**config.mk**
```make
export PLATFORM = sky130hd
export DESIGN_NAME = udm_bus_arbiter_rr
export DESIGN_NICKNAME = d
export VERILOG_FILES = /design/src/rtl/udm_bus_pkg.sv /design/src/rtl/udm_bus_arbiter_rr_tag_fifo.sv /design/src/rtl/udm_bus_arbiter_rr.sv
export SDC_FILE = /design/constraint.sdc
export NUM_CORES = 1
export LEC_CHECK = 0
export ABC_AREA = 1
export CAP_MARGIN = 30
export CORE_AREA = 2 2 121 123
export CTS_CLUSTER_SIZE = 16
export DETAILED_ROUTE_END_ITERATION = 12
export DIE_AREA = 0 0 123 125
export GPL_TIMING_DRIVEN = 0
export PLACE_DENSITY = 0.58
export SKIP_LAST_GASP = 1
export SLEW_MARGIN = 0
export SYNTH_ARGS = -nofsm -noshare
export SYNTH_HDL_FRONTEND = slang
export SYNTH_HIERARCHICAL = 1
export SYNTH_SLANG_ARGS = --single-unit
```
**constraint.sdc**
```tcl
create_clock -name clk_i -period 3 [get_ports clk_i]
set_input_delay 0.6 -clock clk_i [delete_from_list [all_inputs] [get_ports clk_i]]
set_output_delay 0.6 -clock clk_i [all_outputs]
set_load 0.01 [all_outputs]
```
**src/rtl/udm_bus_pkg.sv**
```systemverilog
// Shared types and widths for the 32-bit MemSplit32 req/ack/resp split bus.
// Used by the arbiter and by other blocks that sit on the same bus.
package udm_bus_pkg;

  localparam int BUS_AW  = 32;
  localparam int BUS_DW  = 32;
  localparam int BUS_BEW = 4;

  typedef logic [0:0] master_id_t;

  localparam master_id_t MID_M0 = 1'b0;
  localparam master_id_t MID_M1 = 1'b1;

  typedef struct packed {
    logic               we;
    logic [BUS_AW-1:0]  addr;
    logic [BUS_DW-1:0]  wdata;
    logic [BUS_BEW-1:0] be;
  } bus_req_t;

endpackage

```
**src/rtl/udm_bus_arbiter_rr_tag_fifo.sv**
```systemverilog
// Small synchronous FIFO that holds the issuing master ID of each in-flight read.
// Head entry is always visible on dout_o; push when full and pop when empty are ignored.
module tag_fifo #(
  parameter int DEPTH = 4,
  parameter int WIDTH = 1
) (
  input  logic                     clk_i,
  input  logic                     arst_n_i,
  input  logic                     push_i,
  input  logic [WIDTH-1:0]         din_i,
  input  logic                     pop_i,
  output logic [WIDTH-1:0]         dout_o,
  output logic                     full_o,
  output logic                     empty_o,
  output logic [$clog2(DEPTH):0]   count_o
);

  localparam int PTR_W = $clog2(DEPTH);
  localparam int CNT_W = PTR_W + 1;

  logic [WIDTH-1:0] mem_q [DEPTH];
  logic [PTR_W-1:0] wr_ptr_q, wr_ptr_d;
  logic [PTR_W-1:0] rd_ptr_q, rd_ptr_d;
  logic [CNT_W-1:0] cnt_q, cnt_d;
  logic             do_push, do_pop;

  always_comb begin
    full_o   = (cnt_q == CNT_W'(DEPTH));
    empty_o  = (cnt_q == '0);
    do_push  = push_i && !full_o;
    do_pop   = pop_i && !empty_o;
    // DEPTH is a power of two, so pointer overflow wraps modulo DEPTH
    wr_ptr_d = wr_ptr_q + PTR_W'(do_push);
    rd_ptr_d = rd_ptr_q + PTR_W'(do_pop);
    cnt_d    = cnt_q + CNT_W'(do_push) - CNT_W'(do_pop);
  end

  always_ff @(posedge clk_i or negedge arst_n_i) begin
    if (!arst_n_i) begin
      wr_ptr_q <= '0;
      rd_ptr_q <= '0;
      cnt_q    <= '0;
    end else begin
      wr_ptr_q <= wr_ptr_d;
      rd_ptr_q <= rd_ptr_d;
      cnt_q    <= cnt_d;
    end
  end

  always_ff @(posedge clk_i) begin
    if (do_push) mem_q[wr_ptr_q] <= din_i;
  end

  assign dout_o  = mem_q[rd_ptr_q];
  assign count_o = cnt_q;

endmodule

```
**src/rtl/udm_bus_arbiter_rr.sv**
```systemverilog
// Two-master round-robin arbiter onto one MemSplit32 slave; read responses are
// steered back to their issuer using an in-order tag FIFO.
module udm_bus_arbiter_rr
  import udm_bus_pkg::*;
#(
  parameter int MAX_OUTSTANDING = 4
) (
  input  logic               clk_i,
  input  logic               arst_n_i,

  input  logic               m0_req_i,
  input  logic               m0_we_i,
  input  logic [BUS_AW-1:0]  m0_addr_bi,
  input  logic [BUS_DW-1:0]  m0_wdata_bi,
  input  logic [BUS_BEW-1:0] m0_be_bi,
  output logic               m0_ack_o,
  output logic               m0_resp_o,
  output logic [BUS_DW-1:0]  m0_rdata_bo,

  input  logic               m1_req_i,
  input  logic               m1_we_i,
  input  logic [BUS_AW-1:0]  m1_addr_bi,
  input  logic [BUS_DW-1:0]  m1_wdata_bi,
  input  logic [BUS_BEW-1:0] m1_be_bi,
  output logic               m1_ack_o,
  output logic               m1_resp_o,
  output logic [BUS_DW-1:0]  m1_rdata_bo,

  output logic               s_req_o,
  output logic               s_we_o,
  output logic [BUS_AW-1:0]  s_addr_bo,
  output logic [BUS_DW-1:0]  s_wdata_bo,
  output logic [BUS_BEW-1:0] s_be_bo,
  input  logic               s_ack_i,
  input  logic               s_resp_i,
  input  logic [BUS_DW-1:0]  s_rdata_bi,

  output logic               rsp_err_o
);

  localparam int CNT_W = $clog2(MAX_OUTSTANDING) + 1;

  bus_req_t   m0_bus, m1_bus, s_bus;
  logic       elig0, elig1, gnt0, gnt1, gnt_any;
  logic       xfer, push, pop;
  master_id_t gnt_id, head_id;
  master_id_t prio_q, prio_d;
  logic       rsp_err_q, rsp_err_d;
  logic       fifo_full, fifo_empty;
  logic [CNT_W-1:0] fifo_count_unused;

  assign m0_bus = '{we: m0_we_i, addr: m0_addr_bi, wdata: m0_wdata_bi, be: m0_be_bi};
  assign m1_bus = '{we: m1_we_i, addr: m1_addr_bi, wdata: m1_wdata_bi, be: m1_be_bi};

  always_comb begin
    // Full is taken from the registered count, so a same-cycle pop never unblocks a read
    elig0     = m0_req_i && !(!m0_we_i && fifo_full);
    elig1     = m1_req_i && !(!m1_we_i && fifo_full);
    gnt0      = elig0 && (!elig1 || (prio_q == MID_M0));
    gnt1      = elig1 && !gnt0;
    gnt_any   = gnt0 || gnt1;
    gnt_id    = gnt1 ? MID_M1 : MID_M0;
    s_bus     = gnt1 ? m1_bus : (gnt0 ? m0_bus : '0);
    xfer      = gnt_any && s_ack_i;
    push      = xfer && !s_bus.we;
    pop       = s_resp_i && !fifo_empty;
    prio_d    = xfer ? ~gnt_id : prio_q;
    rsp_err_d = rsp_err_q || (s_resp_i && fifo_empty);
  end

  tag_fifo #(
    .DEPTH (MAX_OUTSTANDING),
    .WIDTH (1)
  ) u_fifo (
    .clk_i    (clk_i),
    .arst_n_i (arst_n_i),
    .push_i   (push),
    .din_i    (gnt_id),
    .pop_i    (pop),
    .dout_o   (head_id),
    .full_o   (fifo_full),
    .empty_o  (fifo_empty),
    .count_o  (fifo_count_unused)
  );

  always_ff @(posedge clk_i or negedge arst_n_i) begin
    if (!arst_n_i) begin
      prio_q    <= MID_M0;
      rsp_err_q <= 1'b0;
    end else begin
      prio_q    <= prio_d;
      rsp_err_q <= rsp_err_d;
    end
  end

  assign s_req_o    = gnt_any;
  assign s_we_o     = s_bus.we;
  assign s_addr_bo  = s_bus.addr;
  assign s_wdata_bo = s_bus.wdata;
  assign s_be_bo    = s_bus.be;

  assign m0_ack_o    = gnt0 && s_ack_i;
  assign m1_ack_o    = gnt1 && s_ack_i;
  assign m0_resp_o   = pop && (head_id == MID_M0);
  assign m1_resp_o   = pop && (head_id == MID_M1);
  assign m0_rdata_bo = m0_resp_o ? s_rdata_bi : '0;
  assign m1_rdata_bo = m1_resp_o ? s_rdata_bi : '0;
  assign rsp_err_o   = rsp_err_q;

endmodule

```
==> results of run 1 <==
==> cell usage after synthesis <==
library cell / count
a21boi_1: 1
a21boi_2: 3
a21o_1: 1
buf_2: 9
buf_4: 3
buf_6: 2
clkbuf_1: 6
dfrtp_1: 9
edfxtp_1: 4
fa_1: 1
ha_1: 2
inv_1: 46
inv_2: 3
nand2_1: 227
nand2_2: 2
nand3_1: 4
nand4_1: 1
nor2_1: 76
nor2_2: 1
o21ai_0: 2
o21ai_1: 2
o21ai_4: 1
or2_2: 1
xnor2_1: 1
xor2_1: 1
==> timing repair <==
action                                  in CTS  in global routing
endpoints found under the setup margin     130                 87
pin swaps                                    1                  2
setup buffers                                2                  4
gates resized for setup                     69                 54
gates cloned                                 1                  0
==> per-layer routing <==
layer	up-vias	wire, um
met5	-	0
li1	1837	-
met3	12	1236
met4	0	179
met1	1396	4000
met2	187	5829
==> path summary, 6_finish.rpt <==
kind / cells after the start / from / endpoint / slack [ns]
min in group asynchronous: 1 / arst_n_i / u_fifo/count_o[2] / 0.67
worst min register to register: 1 / rsp_err_o / rsp_err_o / 0.46
worst min-delay path: 1 / rsp_err_o / rsp_err_o / 0.46
worst max register to register: 16 / u_fifo/count_o[1] / u_fifo/count_o[2] / 0.32
worst max-delay path: 11 / m1_we_i / s_addr_bo[3] / -0.13
max in group asynchronous: 1 / arst_n_i / u_fifo/rd_ptr_q[0] / 2.04
==> sequential cells by signal (all words and copies together) (netlist names) <==
signal	cells
u_fifo/mem_q	4
u_fifo/rd_ptr_q	2
prio_q	1
u_fifo/wr_ptr_q	2
u_fifo/count_o	3
rsp_err_o	1
==> power breakdown <==
group          internal, W  switching, W
clock network     0.000177     0.0000754
registers         0.000256     0.0000649
logic              0.00109       0.00101
==> cells in the final DEF (no fill, tap or decap), drive strengths merged <==
cell type | netlist | layout
fa | 1 | 1
nand3 | 4 | 4
a21o | 1 | 1
nand4 | 1 | 1
clkinv | 0 | 1
ha | 2 | 2
edfxtp | 4 | 4
nor2 | 77 | 77
buf | 14 | 24
inv | 49 | 49
or2 | 1 | 1
clkbuf | 6 | 15
clkdlybuf4s50 | 0 | 249
dlymetal6s2s | 0 | 23
xnor2 | 1 | 1
nand2 | 229 | 229
xor2 | 1 | 1
o21ai | 5 | 5
dlygate4sd2 | 0 | 33
a21boi | 4 | 4
dfrtp | 9 | 9
==> through the flow <==
step                TNS [ns]  worst slack [ns]  hold WS [ns]  total power (W)
floorplan                  0            0.6197        0.3044         0.001225
global placement      -26.08           -0.3370        0.4514         0.002465
detailed placement    -25.92           -0.3371        0.4634         0.002469
CTS                   -2.699           -0.1643        0.4737         0.002714
global route          -1.612           -0.2093        0.4939         0.002905
finish               -0.6714           -0.1267        0.4633         0.002678
==> kinds of logic (layout without fill, tap and decap cells) <==
logic type | Yosys count | count (layout)
and+or+nand+nor | 312 | 312
DFF | 13 | 13
buffers and inverters | 69 | 394
AOI/OAI and AO/OA | 10 | 10
adders and majority gates | 3 | 3
xor gates and xnor gates | 2 | 2
==> cell type report <==
cell class,count,area (um2),share of cell area
Buffer,20,177.7,0.03202
Timing Repair Buffer,321,3167,0.5707
Multi-Input combinational cell,327,1360,0.2451
Sequential cell,13,345.3,0.06223
Clock inverter,1,5.005,0.0009019
Inverter,49,188.9,0.03405
Tap cell,184,230.2,0.04149
Clock buffer,3,75.07,0.01353
==> results by group, run 1 <==
STA
  – Hold Fails Final Rpt: 0
  – Final worst slack: -0.1267 ns
  – Final min period: 3.127 ns
  – Worst Max-Slew Pin Slew: 0.4329 ns
  – Final setup skew: 0.0004391 ns
  – Crit share post-route: 1.042
  – Final setup vio count: 7
  – Relative slew margins: 0.7105
  – RSZ-0062 raised after global routing: true
  – Final max-slew violation count: 0
  – Fmax: 319.8 MHz

Global routing
  – Global routing usage on met1: 0.1343
  – GRT busiest layer: met2
  – Initial antenna violation count: 0
  – Vias in the first global route: 3,267
  – First-pass GRT wire length: 16,240 um
  – GRT met3 Usage: 0.03330
  – Total gr overflow: 0
  – GRT met2 Usage: 0.2639
  – GRT Total Usage: 0.1326
  – Pin count of the biggest net entering global routing: 14

CTS
  – Clock Sinks: 13
  – CTS tree: yes
  – Clock root cell: clkbuf_16
  – Number of buffers created by CTS: 3
  – Maximum root-to-sink buffer count: 2
  – Clock Latency Late Sink: 0.24 ns
  – Hold-fix buffers, CTS: 0
  – Worst-path clk slew: 0.04 ns
  – H-tree levels: 1

Synth
  – Cells after synthesis: 409
  – Register area share after synthesis: 0.1746
  – Post-synthesis adder-cell area fraction: 0.02277
  – Xor/xnor share of the synthesized area: 0.008855
  – Synth cell types: 25
  – Mux cell area share after synthesis: 0
  – Mean post-synth cell area: 4.837 um2
  – Netlist Area Pre-Place: 1978 um2
  – Yosys warns: 6
  – Post-synth top area share: 0.4307
  – Largest family of logic cells by synthesized area: simple AND/OR/NAND/NOR gates
  – Dominant cell type by area after synthesis: nand2_1
  – Syn Nets: 588
  – Largest cells by area after synthesis: nand2_1 43%, nor2_1 14%, dfrtp_1 11%, inv_1 8.7%, edfxtp_1 6.1%
  – Post-Synth Simple-Gate Area: 0.6009
  – Complex-gate fraction of the synthesized area: 0.04301
  – Synthesis-stage register bit count: 13

Setup path
  – CP peak stage delay: 0.54 ns
  – Crit path max-delay family: buffers and inverters
  – Most frequent CP cell: nand2_1
  – Bufs and invs on worst path: 5
  – Max Fanout on Critical Path: 10
  – Slowest CP cell: clkdlybuf4s50_1
  – CP Class: input port to primary output
  – Worst-path cell chain: clkdlybuf4s50_1 -> inv_1 -> nand2_1 -> nand3_1 -> nand2_2 -> nand2_2 -> inv_4 -> buf_4 -> nand2_1 -> nand2_1 -> clkdlybuf4s50_1
  – Required @ worst endpoint: 2.40 ns
  – CP endpoint kind: primary output
  – Startpoint types: input port
  – Crit path arrival time: 2.53 ns

Route
  – Pre-antenna DRT Iters: 3
  – First DRT Iteration DRCs: 47
  – DR vias/cell: 3.739
  – Total Routed Length: 11,250 um
  – Via Count: 3,432
  – Residual DRC: 0
  – Antenna viol nets, final: 0
  – DR WL/cell: 12.25 um

Pwr
  – P_leak: 3.057 nW
  – PwrDens: 482.7 nW/um2
  – Max IR drop VDD: 160.0 uV

Worst hold path
  – Hold Path Class: register to register

Final layout
  – Final Util: 0.3907
  – Syn-to-layout area delta: 180.5%
  – Fillers: 1,530
  – Share of layout cells above drive strength 1: 0.07902
  – ANT cells: 0
  – Cell area after layout: 5549 um2
  – Layout Cells excl Fill: 918
  – Layout Nets: 914

Run
  – Max-capacitance violation count: 0

Die
  – Die Ht: 125 um
  – FP Rows: 44
  – Core Region: 14,200 um2
  – Die area: 15,380 um2
  – Starting density of the core: 0.1393
  – I/O pins: 315
  – Die X: 123 um

Place
  – Placed Cells: 907
  – Placed Area: 5351 um2
  – Routability cong.: 0.7980
  – Buffers added on ports: 314
  – Detailed placement HPWL: 10,010 um

Run status
  – Failing checks: negative setup slack
  – Status: complete, but fails checks
Note: power is estimated with default switching activity, not from simulation.
==> run 2, diff against run 1 <==
Settings changed: CORE_AREA 2 2 121 123 to 2 2 123 125, DIE_AREA 0 0 123 125 to 0 0 125 127, PLACE_DENSITY 0.58 to 0.57.
Clock period 3 ns to 4 ns, I/O delays scaled along.
==> run 2 against run 1 <==
Compared with the run above:
- critical path depth decreased by 4
- largest power group unchanged
- routed wire length increased by 2.9%
- critical endpoint is now m0_rdata_bo[3]
- sequential share of layout area increased by 0.14 points
- the flow now finishes without violations
- final cell count decreased by 0.76%
==> results by group, run 2 (synthesis gave the netlist of run 1 again) <==
STA
  – Relative slew margins: 0.7061 (was 0.7105)
  – Final setup skew: 0.001758 ns (was 0.0004391 ns)
  – Final min period: 3.698 ns
  – Hold Fails Final Rpt: 0 (unchanged)
  – Final max-slew violation count: 0 (unchanged)
  – Fmax: 270.4 MHz
  – Setup_tns: 0 ns (was -0.6714 ns)
  – Final setup vio count: 0 (was 7)
  – Worst Max-Slew Pin Slew: 0.4394 ns (was 0.4329 ns)
  – RSZ-0062 raised after global routing: false (was true)
  – Crit share post-route: 0.9245
  – Worst hold slack: 0.4687 ns (was 0.4633 ns)

Die
  – FP Rows: 44 (unchanged)
  – Starting density of the core: 0.1371 (was 0.1393)
  – Die Ht: 127 um (was 125 um)
  – Core Region: 14,420 um2 (was 14,200 um2)
  – I/O pins: 315 (unchanged)
  – Die area: 15,880 um2 (was 15,380 um2)
  – Die X: 125 um (was 123 um)

Setup path
  – Critical path origin: s_resp_i (was m1_we_i)
  – FF-to-FF path depth: 15 (was 16)
  – Reg2reg setup slack: 1.44 ns (was 0.32 ns)
  – RR Startpoint: u_fifo/count_o[1] (unchanged)
  – CP endpoint kind: primary output (unchanged)
  – Startpoint types: input port (unchanged)
  – Max Fanout on Critical Path: 10 (unchanged)
  – Crit path arrival time: 2.90 ns (was 2.53 ns)
  – Required @ worst endpoint: 3.20 ns (was 2.40 ns)
  – CP Class: input port to primary output (unchanged)

Worst hold path
  – Hold Crit Start: rsp_err_o (unchanged)
  – Hold Path Stages: 1 (unchanged)
  – Hold Path Class: register to register (unchanged)

Run status
  – Status: complete, no violations (was complete, but fails checks)

Global routing
  – First-pass GRT wire length: 17,730 um (was 16,240 um)
  – GRT Total Usage: 0.1369 (was 0.1326)
  – Total gr overflow: 0 (unchanged)
  – Pin count of the biggest net entering global routing: 14 (unchanged)
  – Vias in the first global route: 3,346 (was 3,267)
  – Initial antenna violation count: 0 (unchanged)

Route
  – DR WL/cell: 12.70 um (was 12.25 um)
  – Via Count: 3,407 (was 3,432)
  – Total Routed Length: 11,570 um (was 11,250 um)
  – Pre-antenna DRT Iters: 4 (was 3)
  – First DRT Iteration DRCs: 69 (was 47)
  – Antenna viol nets, final: 0 (unchanged)
  – Residual DRC: 0 (unchanged)
  – DR vias/cell: 3.740 (was 3.739)

Pwr
  – Power Total: 0.002017 W (was 0.002678 W)
  – PwrDens: 371.4 nW/um2 (was 482.7 nW/um2)
  – Max IR drop VDD: 162.5 uV (was 160.0 uV)
  – P_leak: 2.583 nW (was 3.057 nW)

CTS
  – Hold-fix buffers, CTS: 0 (unchanged)
  – Clock Latency Late Sink: 0.24 ns (about the same)
  – Setup Buffers After CTS: 0 (was 2)
  – Clock root cell: clkbuf_16 (unchanged)
  – Clock Sinks: 13 (unchanged)
  – Maximum root-to-sink buffer count: 2 (unchanged)
  – Number of buffers created by CTS: 3 (unchanged)
  – Cts repair resizes: 0 (was 69)
  – CTS tree: yes (unchanged)
  – H-tree levels: 1 (unchanged)
  – Worst-path clk slew: 0.04 ns (about the same)

Final layout
  – Most common cell after layout, fill and taps aside: clkdlybuf4s50_1 (unchanged)
  – Cell area after layout: 5430 um2 (was 5549 um2)
  – Most flop-heavy register: u_fifo/mem_q (unchanged)
  – Layout Cells excl Fill: 911 (was 918)
  – ANT cells: 0 (unchanged)
  – Fillers: 1,558 (was 1,530)
  – Max FFs per register: 4 (unchanged)
  – Share of layout cells above drive strength 1: 0.03851 (was 0.07902)
  – Syn-to-layout area delta: 174.5% (was 180.5%)
  – Layout Nets: 907 (was 914)
  – Commonest cells after routing, fill and taps aside: 314 x clkdlybuf4s50_1, 227 x nand2_1, 76 x nor2_1 (was 249 x clkdlybuf4s50_1, 223 x nand2_1, 74 x nor2_1)

Run
  – Max-capacitance violation count: 0 (unchanged)

Place
  – Routability cong.: 0.7774 (was 0.7980)
  – Placed Cells: 907 (unchanged)
  – Placed Area: 5351 um2 (unchanged)
  – Buffers added on ports: 314 (unchanged)
  – Detailed placement HPWL: 10,400 um (was 10,010 um)
run 2: changes by cell type in the layout (fill, tap and decap cells not counted), sizes merged:
cell / change
buf: -10
clkbuf: -5
clkdlybuf4s50: +65
clkinv: -1
dlygate4sd2: -33
dlymetal6s2s: -23
run 2: final timing paths:
check	to
setup / recovery	m0_rdata_bo[3]
hold / removal	rsp_err_o
setup reg to reg	u_fifo/count_o[2]
hold reg to reg	rsp_err_o
max in group asynchronous	u_fifo/wr_ptr_q[1]
min in group asynchronous	u_fifo/count_o[2]
run 2: metrics by stage:
stage,utilization,setup slack (ns)
3_3_place_gp,0.3710,0.2038
4_1_cts,0.3765,0.2247
6_report,0.3765,0.3019
2_1_floorplan,-,1.486
3_5_place_dp,0.3710,0.2457
5_1_grt,0.3765,0.07473
run 2: cell type report:
cell class | instances | area (um2) | area share
clock buffer | 4 | 78.83 | 0.01452
buffer | 20 | 112.6 | 0.02074
multi-input combinational | 327 | 1336 | 0.2461
sequential | 13 | 345.3 | 0.06359
tap | 184 | 230.2 | 0.04240
inverter | 49 | 183.9 | 0.03387
timing repair buffer | 314 | 3143 | 0.5788
run 2: routing by layer:
metal | routed length, um | global-route usage
met5 | 0 | 0
met4 | 146 | 0.02484
met3 | 1093 | 0.04188
met2 | 6065 | 0.2717
met1 | 4267 | 0.1423
run 2: worst max-delay path: stages:
cell and delay [ns]:
clkdlybuf4s50_1 0.47, inv_1 0.04, nor2_1 0.29, nand2_1 0.25, clkbuf_1 0.28, nor2_1 0.20, clkdlybuf4s50_1 0.56
run 2: where the power goes:
part | switching [W] | internal [W] | leakage (nW)
Clock | 0.0000505 | 0.000134 | 0.0382
Sequential | 0.0000499 | 0.000192 | 0.141
Combinational | 0.000750 | 0.000840 | 2.40
